### config.mk
export PLATFORM = sky130hd
export DESIGN_NAME = ixc_skid_29
export DESIGN_NICKNAME = d
export VERILOG_FILES = /design/src/rtl/ixc_skid_pkg.sv /design/src/rtl/ixc_skid_entry.sv /design/src/rtl/ixc_skid_29.sv
export SDC_FILE = /design/constraint.sdc
export NUM_CORES = 1
export LEC_CHECK = 0
export BUFFER_PORTS_ARGS = -buffer_cell sky130_fd_sc_hd__buf_2
export CAP_MARGIN = 40
export CELL_PAD_IN_SITES_DETAIL_PLACEMENT = 1
export CELL_PAD_IN_SITES_GLOBAL_PLACEMENT = 2
export CORE_MARGIN = 8
export CORE_UTILIZATION = 36
export CTS_BUF_LIST = sky130_fd_sc_hd__clkbuf_4 sky130_fd_sc_hd__clkbuf_8
export DETAILED_ROUTE_END_ITERATION = 7
export HOLD_SLACK_MARGIN = 0.06
export PLACE_DENSITY_LB_ADDON = 0.1
export SLEW_MARGIN = 20
export SYNTH_ARGS = -nofsm -noshare
export SYNTH_HDL_FRONTEND = slang
export SYNTH_SLANG_ARGS = --single-unit
### constraint.sdc
create_clock -name clk -period 1.7 [get_ports clk]
set_input_delay 0.085 -clock clk [delete_from_list [all_inputs] [get_ports clk]]
set_output_delay 0.085 -clock clk [all_outputs]
set_load 0.01 [all_outputs]
### src/rtl/ixc_skid_pkg.sv
// Shared types for the ixc_skid register slice: state encoding doubles as occupancy.
package ixc_skid_pkg;

  typedef enum logic [1:0] {
    SK_EMPTY = 2'd0,
    SK_ONE   = 2'd1,
    SK_TWO   = 2'd2
  } sk_state_t;

  localparam int SK_DEPTH = 2;
  localparam int SK_WIDTH = 29;

endpackage

### src/rtl/ixc_skid_entry.sv
// One storage entry of the skid slice: load-enabled register, async active-low clear.
module ixc_skid_entry #(
  parameter int W = 29
) (
  input  logic         clk,
  input  logic         rst_n,
  input  logic         ld,
  input  logic [W-1:0] d,
  output logic [W-1:0] q
);

  logic [W-1:0] q_q;
  logic [W-1:0] q_d;

  always_comb begin
    q_d = ld ? d : q_q;
  end

  // NOTE: sequential state uses non-blocking assignment so every flop samples pre-edge values.
  always_ff @(posedge clk or negedge rst_n) begin
    if (!rst_n) q_q <= '0;
    else        q_q <= q_d;
  end

  assign q = q_q;

endmodule

### src/rtl/ixc_skid_29.sv
// Two-entry valid/ready skid buffer; in_ready and out_data are registered.
// Optional IXC_SKID_PARITY_EN adds per-entry even parity and a sticky par_err output.
module ixc_skid_29
  import ixc_skid_pkg::*;
#(
  parameter int WIDTH = SK_WIDTH
) (
  input  logic             clk,
  input  logic             rst_n,
  input  logic             flush,
  input  logic             in_valid,
  output logic             in_ready,
  input  logic [WIDTH-1:0] in_data,
  output logic             out_valid,
  input  logic             out_ready,
  output logic [WIDTH-1:0] out_data,
`ifdef IXC_SKID_PARITY_EN
  output logic             par_err,
`endif
  output logic [1:0]       occ
);

`ifdef IXC_SKID_PARITY_EN
  localparam int EW = WIDTH + 1;
`else
  localparam int EW = WIDTH;
`endif

  sk_state_t     state_q, state_d;
  logic          in_ready_q, in_ready_d;
  logic          main_ld, skid_ld, main_from_skid;
  logic [EW-1:0] in_word, main_d, main_q, skid_q;
  logic          push, pop;

`ifdef IXC_SKID_PARITY_EN
  assign in_word = {^in_data, in_data};
`else
  assign in_word = in_data;
`endif

  assign push = in_valid & in_ready_q;
  assign pop  = out_valid & out_ready;

  // NOTE: every always_comb output gets a default first, so no path can infer a latch.
  always_comb begin
    state_d        = state_q;
    main_ld        = 1'b0;
    skid_ld        = 1'b0;
    main_from_skid = 1'b0;
    if (flush) begin
      state_d = SK_EMPTY;
    end else begin
      unique case (state_q)
        SK_EMPTY: if (push) begin
          state_d = SK_ONE;
          main_ld = 1'b1;
        end
        SK_ONE: begin
          if (push && !pop) begin
            state_d = SK_TWO;
            skid_ld = 1'b1;
          end else if (push && pop) begin
            main_ld = 1'b1;
          end else if (pop) begin
            state_d = SK_EMPTY;
          end
        end
        SK_TWO: if (pop) begin
          state_d        = SK_ONE;
          main_ld        = 1'b1;
          main_from_skid = 1'b1;
        end
        default: state_d = SK_EMPTY;
      endcase
    end
    in_ready_d = (int'(state_d) < SK_DEPTH);
    main_d     = main_from_skid ? skid_q : in_word;
  end

  always_ff @(posedge clk or negedge rst_n) begin
    if (!rst_n) begin
      state_q    <= SK_EMPTY;
      in_ready_q <= 1'b0;
    end else begin
      state_q    <= state_d;
      in_ready_q <= in_ready_d;
    end
  end

  ixc_skid_entry #(.W(EW)) u_main (
    .clk   (clk),
    .rst_n (rst_n),
    .ld    (main_ld),
    .d     (main_d),
    .q     (main_q)
  );

  ixc_skid_entry #(.W(EW)) u_skid (
    .clk   (clk),
    .rst_n (rst_n),
    .ld    (skid_ld),
    .d     (in_word),
    .q     (skid_q)
  );

`ifdef IXC_SKID_PARITY_EN
  logic par_err_q, par_err_d;

  // Sticky: once a presented word disagrees with its stored parity, hold until flush.
  always_comb begin
    par_err_d = flush ? 1'b0
              : (par_err_q | (out_valid & ((^main_q[WIDTH-1:0]) != main_q[WIDTH])));
  end

  always_ff @(posedge clk or negedge rst_n) begin
    if (!rst_n) par_err_q <= 1'b0;
    else        par_err_q <= par_err_d;
  end

  assign par_err = par_err_q;
`endif

  assign in_ready  = in_ready_q;
  assign out_valid = (state_q != SK_EMPTY);
  assign out_data  = main_q[WIDTH-1:0];
  assign occ       = state_q;

endmodule

**Yosys cells after proc, flatten, opt, wreduce, memory -nomap -nowiden**

Index checks and enable logic that the tools add are counted.
Widths: inputs -> output; s select.

- Reductions and logical operators: 5
- Eq/ne operators: 2
- Bitwise gates (word level): 2
- Multiplexer cells: 19
- Magnitude comparators: 1

Operators with widths:

| operator | count |
|---|---|
| $mux 29 | 1 |
| $mux 2 | 6 |
| $mux 1 | 10 |
| $pmux 2 s3 | 1 |
| $pmux 1 s3 | 1 |
| $and 1x1->1 | 2 |
| $eq 2x1->1 const B | 1 |
| $eq 2x2->1 const B | 1 |
| $logic_and 1x1->1 | 2 |
| $logic_not 2->1 | 1 |
| $lt 2x2->1 const B | 1 |
| $reduce_bool 2->1 | 1 |
| $logic_not 1->1 | 1 |

- Register bits after elaboration: 61
- Input bits: 34

**Longest topological paths before layout**

- Word-level depth: 8
- Depth in mapped cells: 6
- Mapped depth without buffers: 4

**By module**

Synthesis repeated with hierarchy kept, for this count alone.

- Cells, all modules: 174
- Area total of the unflattened synthesis: 2,840.2 µm²

Modules (own cells, without submodules):

| module | times used | area each (µm²) | cells an instance |
|---|---|---|---|
| ixc_skid_entry | 2 | 1,117.3 | 61 |
| ixc_skid_29 | 1 | 605.6 | 52 |

**Worst setup path before layout**

OpenSTA, ideal clock, no wires.

- Path type: flip-flop to flip-flop
- Start point: register state_q[0] (netlist: occ[0])
- End point: register u_main.q_q[18] (netlist: u_main.q[18])
- Cell stages (with the launch flop): 7
- Period minus slack after synthesis: 1.528 ns
- Path slack: 0.172 ns
- Path buffers: 2
- Arrival time: 1.405 ns
- Setup time: 0.123 ns
- Data required time: 1.577 ns
- Path through: dfrtp_1 nand2b_4 nor3b_2 buf_6 buf_12 mux2i_1 a21oi_1

- Word-level cells in the longest chain between the ends: 7

RTL lines:

| element | line | text |
|---|---|---|
| start: declaration | ixc_skid_29.sv:29 | `sk_state_t state_q, state_d;` |
| start signal: assignment | ixc_skid_29.sv:85 | `state_q <= state_d;` |
| $reduce_bool 2->1 | ixc_skid_29.sv:124 | `assign out_valid = (state_q != SK_EMPTY);` |
| $and 1x1->1 | ixc_skid_29.sv:42 | `assign pop = out_valid & out_ready;` |
| $logic_and 1x1->1 or $logic_not 1->1 (tied branches) | ixc_skid_29.sv:62, ixc_skid_29.sv:59 |  |
| $mux 1 or $logic_and 1x1->1 (tied branches) | ixc_skid_29.sv:62, ixc_skid_29.sv:59 |  |
| $mux 1 | ixc_skid_29.sv:59 | `if (push && !pop) begin` |
| $pmux 1 s3 | ixc_skid_29.sv:53 | `unique case (state_q)` |
| $mux 1 | ixc_skid_29.sv:50 | `if (flush) begin` |
| end signal: assignment | ixc_skid_entry.sv:22 | `else q_q <= q_d;` |
| end: declaration | ixc_skid_entry.sv:12 | `logic [W-1:0] q_q;` |

Several ways; a longest one is shown, not always the timed one.
A chain may end at the register's enable or synchronous reset.

**Worst setup path in the final report**

- Start point: register state_q[0] (netlist: occ[0])
- End point: register u_main.q_q[13] (netlist: u_main.q[13])

The elaborated chain is that of the path after synthesis.

==> impl_summary.md <==
Setup path
The critical path is of the reg2reg type. The critical path goes through nand2b_4 > nor3b_4 > buf_12 > mux2i_1 > a21oi_1. The delay contributed by the slowest stage of the critical path is 0.45 ns. The nature of the critical path endpoint is a flop. At the worst endpoint, the arrival time is 1.76 ns.

Of all nets on the critical path, the largest fanout is 14. The startpoint of the worst-slack reg-to-reg timing path is occ[0]. The number of buffer and inverter instances along the worst setup path is 1. The slowest library cell on the worst path is sky130_fd_sc_hd__dfrtp_2. The worst register-to-register path has a setup slack of 0.14 ns.

The largest delay contributor family on the critical path is simple AND/OR/NAND/NOR gates. The launching element type of the critical path is a flop. The required time of the worst setup path is 1.91 ns. Tracing the worst setup path back leads to its startpoint at occ[0].

Power and ir drop
The static leakage is 1.57 nW. VDD sags by at most 423 uV. The completed layout was analyzed and its total power is 3.90 mW. The total power divided by cell area is 1080 nW/um2.

GRT
Entering global routing, the biggest net connects 62 pins. The global-route layer with the greatest usage is met2. The met2 track utilization from global routing is 20.3%. The fraction of met1 tracks used by global routing is 15.8%. For this run, the total global-route usage over all layers was measured as 12.9%.

The global-route congestion overflow total is 0. The number of antenna violations at the first check in global routing is 0. For met3 alone, demand over resource in global routing was 3.92%. The number of global-route vias before repair is 2100. The first global-routing pass estimated 10200 um of wire.

Timing
The maximum clock skew at final layout is 0.00552 ns. The final number of max-transition violations is 0. Setup violations remaining at the end of the flow were counted as 0. After layout, the worst path uses 91.7% of the clock period. Across all setup checks in the final design, the least slack found is 0.142 ns. Setup repair after global routing left no endpoint under its margin.

For the pin with the worst max-slew slack, the measured transition is 0.329 ns. The worst pin sits at a relative slew slack of 78.1%. The number of endpoints with negative hold slack in the final report is 0. The hold slack is 0.173 ns. The smallest clock period supported by the final layout is computed as 1.56 ns. The setup total negative slack is 0 ns.

Static timing analysis puts the maximum clock frequency at 642 MHz.

Die
The die width is 101 um. The row count is 31. The die height is 101 um. Once the floorplan was initialized, standard cells occupied 36.7% of the core. For this design the top-level I/O count stands at 67. The die footprint is 10300 um2. The core box area is 7140 um2.

Cells and area
The commonest non-fill, non-tap cell in the layout is sky130_fd_sc_hd__buf_2. The utilization after layout is 50.7%. The library cells used most frequently in the layout, excluding fill and tap cells, are 66 x sky130_fd_sc_hd__buf_2, 60 x sky130_fd_sc_hd__dfrtp_1, 32 x sky130_fd_sc_hd__nor2_1, 32 x sky130_fd_sc_hd__dlygate4sd3_1.

The count of antenna diodes in the layout is 0. The post-route netlist has 35.6% of its cells at a drive strength greater than 1. After the flow finishes, the layout carries non-filler instances totaling 414. At the end of the flow, the number of nets in the layout was 345.

The cell area after layout is 3620 um2. The growth of design area from synthesis to finish is 38.3%.

Logic synthesis
Each instance of the synthesized netlist takes up on average 12.6 um2. The number of distinct standard cells referenced by the synthesized netlist is 23. The part of the Yosys area used for sequential elements is 58.3%. The synthesized design contains 61 register bits. The library cell occupying the most area in the post-synthesis netlist is sky130_fd_sc_hd__dfrtp_1. The total number of yosys warnings is 0. Sorting the synthesized cells by area gives the leading types as sky130_fd_sc_hd__dfrtp_1 58%, sky130_fd_sc_hd__mux2i_1 11%, sky130_fd_sc_hd__mux2_2 8.2%. The net count after synthesis is 241. The synthesized design devotes to its leading area cell type 58.3% of total area. The count of mapped cells out of synthesis is 207. The mapped netlist covers 2620 um2.

Hold path
The origin of the worst min-delay path is in_valid. The path category of the worst min-delay check is in2reg.

Detailed routing
The total via count in the routed design is 1925. The count of routing violations after the opening detailed-route iteration is 73. The total wirelength of the detailed-routed design is 6120 um.

The average routed wire per standard cell is 14.8 um. The detail route stage leaves a number of antenna-violating nets equal to 0. In the routed design, unresolved DRC markers number 0.

Using the TritonRoute via totals, the vias-per-cell ratio works out to 4.65. The first detailed-routing pass took 4 iterations.

Clock tree
The number of clock sinks is 61. TritonCTS built the clock tree. Clock tree synthesis inserted a total of 9 buffers. The post-CTS setup repair buffer count is 0. After clock tree synthesis, the clock-pin slew on the worst setup and hold paths is 0.06 ns. Counting along the longest clock path gives a buffer depth of 2.

The library cell used as clock root buffer is sky130_fd_sc_hd__clkbuf_8. The count of H-tree levels built during CTS is 3. The clock reaches the later pin of the worst-skew pair after 0.33 ns.

Placement
Port buffering added 66 buffers. Once placement completed, the tool counted placed cells totaling 367. OpenSTA, run right after detailed placement, puts the worst setup slack at 0.100 ns. The placed cell area is 3130 um2.

The congestion estimate from routability-driven global placement came to 0.707. The sum of net half-perimeters after detailed placement is 4070 um.

Run status
The run finished with clean final reports.

Job
The max-cap check violation count is 0.
[sequential cells by signal (all words and copies together), names as in the netlist]
signal    count
u_skid.q     29
occ           2
in_ready      1
u_main.q     29
[what timing repair did]
item                       4_1_cts  5_1_grt
hold endpoints to repair        95        0
setup endpoints to repair        0        4
gates resized for setup          0        1
hold buffers                    32        0
[cells in the mapped netlist (all sizes together)]
cell	count
nand2	2
nand3b	1
a21boi	1
nand4b	1
nor3b	1
nor2	32
nand4bb	1
nand3	1
a21oi	29
buf	12
mux2	29
dfrtp	61
a211o	1
and3b	1
or2	1
nand2b	1
a31oi	2
mux2i	29
o21bai	1
[logic make-up (layout without fill, tap and decap cells)]
logic type	after synthesis	in the layout	share of synthesized area, %
mux	58	58	23.6
buf+inv	12	120	3.49
flops	61	61	58.3
simple gates	42	42	7.70
compound gates	34	34	6.93
[area by class of cell]
| class | count | area, um2 |
|---|---|---|
| repair buffers | 105 | 778 |
| clock buffers | 13 | 160 |
| fillers | 776 | 3520 |
| flip-flops and latches | 61 | 1530 |
| multi-input cells | 134 | 1020 |
| clock inverters | 2 | 10.0 |
| well taps | 99 | 124 |
[worst min-delay path, stage by stage]
cell,delay [ns]
sky130_fd_sc_hd__buf_2,0.11
sky130_fd_sc_hd__nand4b_1,0.16
sky130_fd_sc_hd__a31oi_1,0.10
[layer usage]
layer  vias to the layer above  share of wire [%]
met1                       933                 48
met5                         -                  0
met4                         0                1.3
met2                        44                 46
met3                        10                5.5
li1                        938                  -
[report_power, final]
part,total [mW],internal (mW),switching [mW]
clock,1.12,0.605,0.511
sequential,1.98,1.80,0.177
combinational,0.802,0.434,0.368
total,3.90,2.84,1.06
[path summary, 6_finish.rpt]
path                           endpoint  cells after the start
max reg2reg                u_main.q[13]                      5
min                              occ[0]                      3
max in group asynchronous        occ[0]                      3
max                        u_main.q[13]                      5
min reg2reg                u_skid.q[17]                      1
min in group asynchronous   u_main.q[4]                      3
No activity file was read; power rests on OpenSTA's default activity.
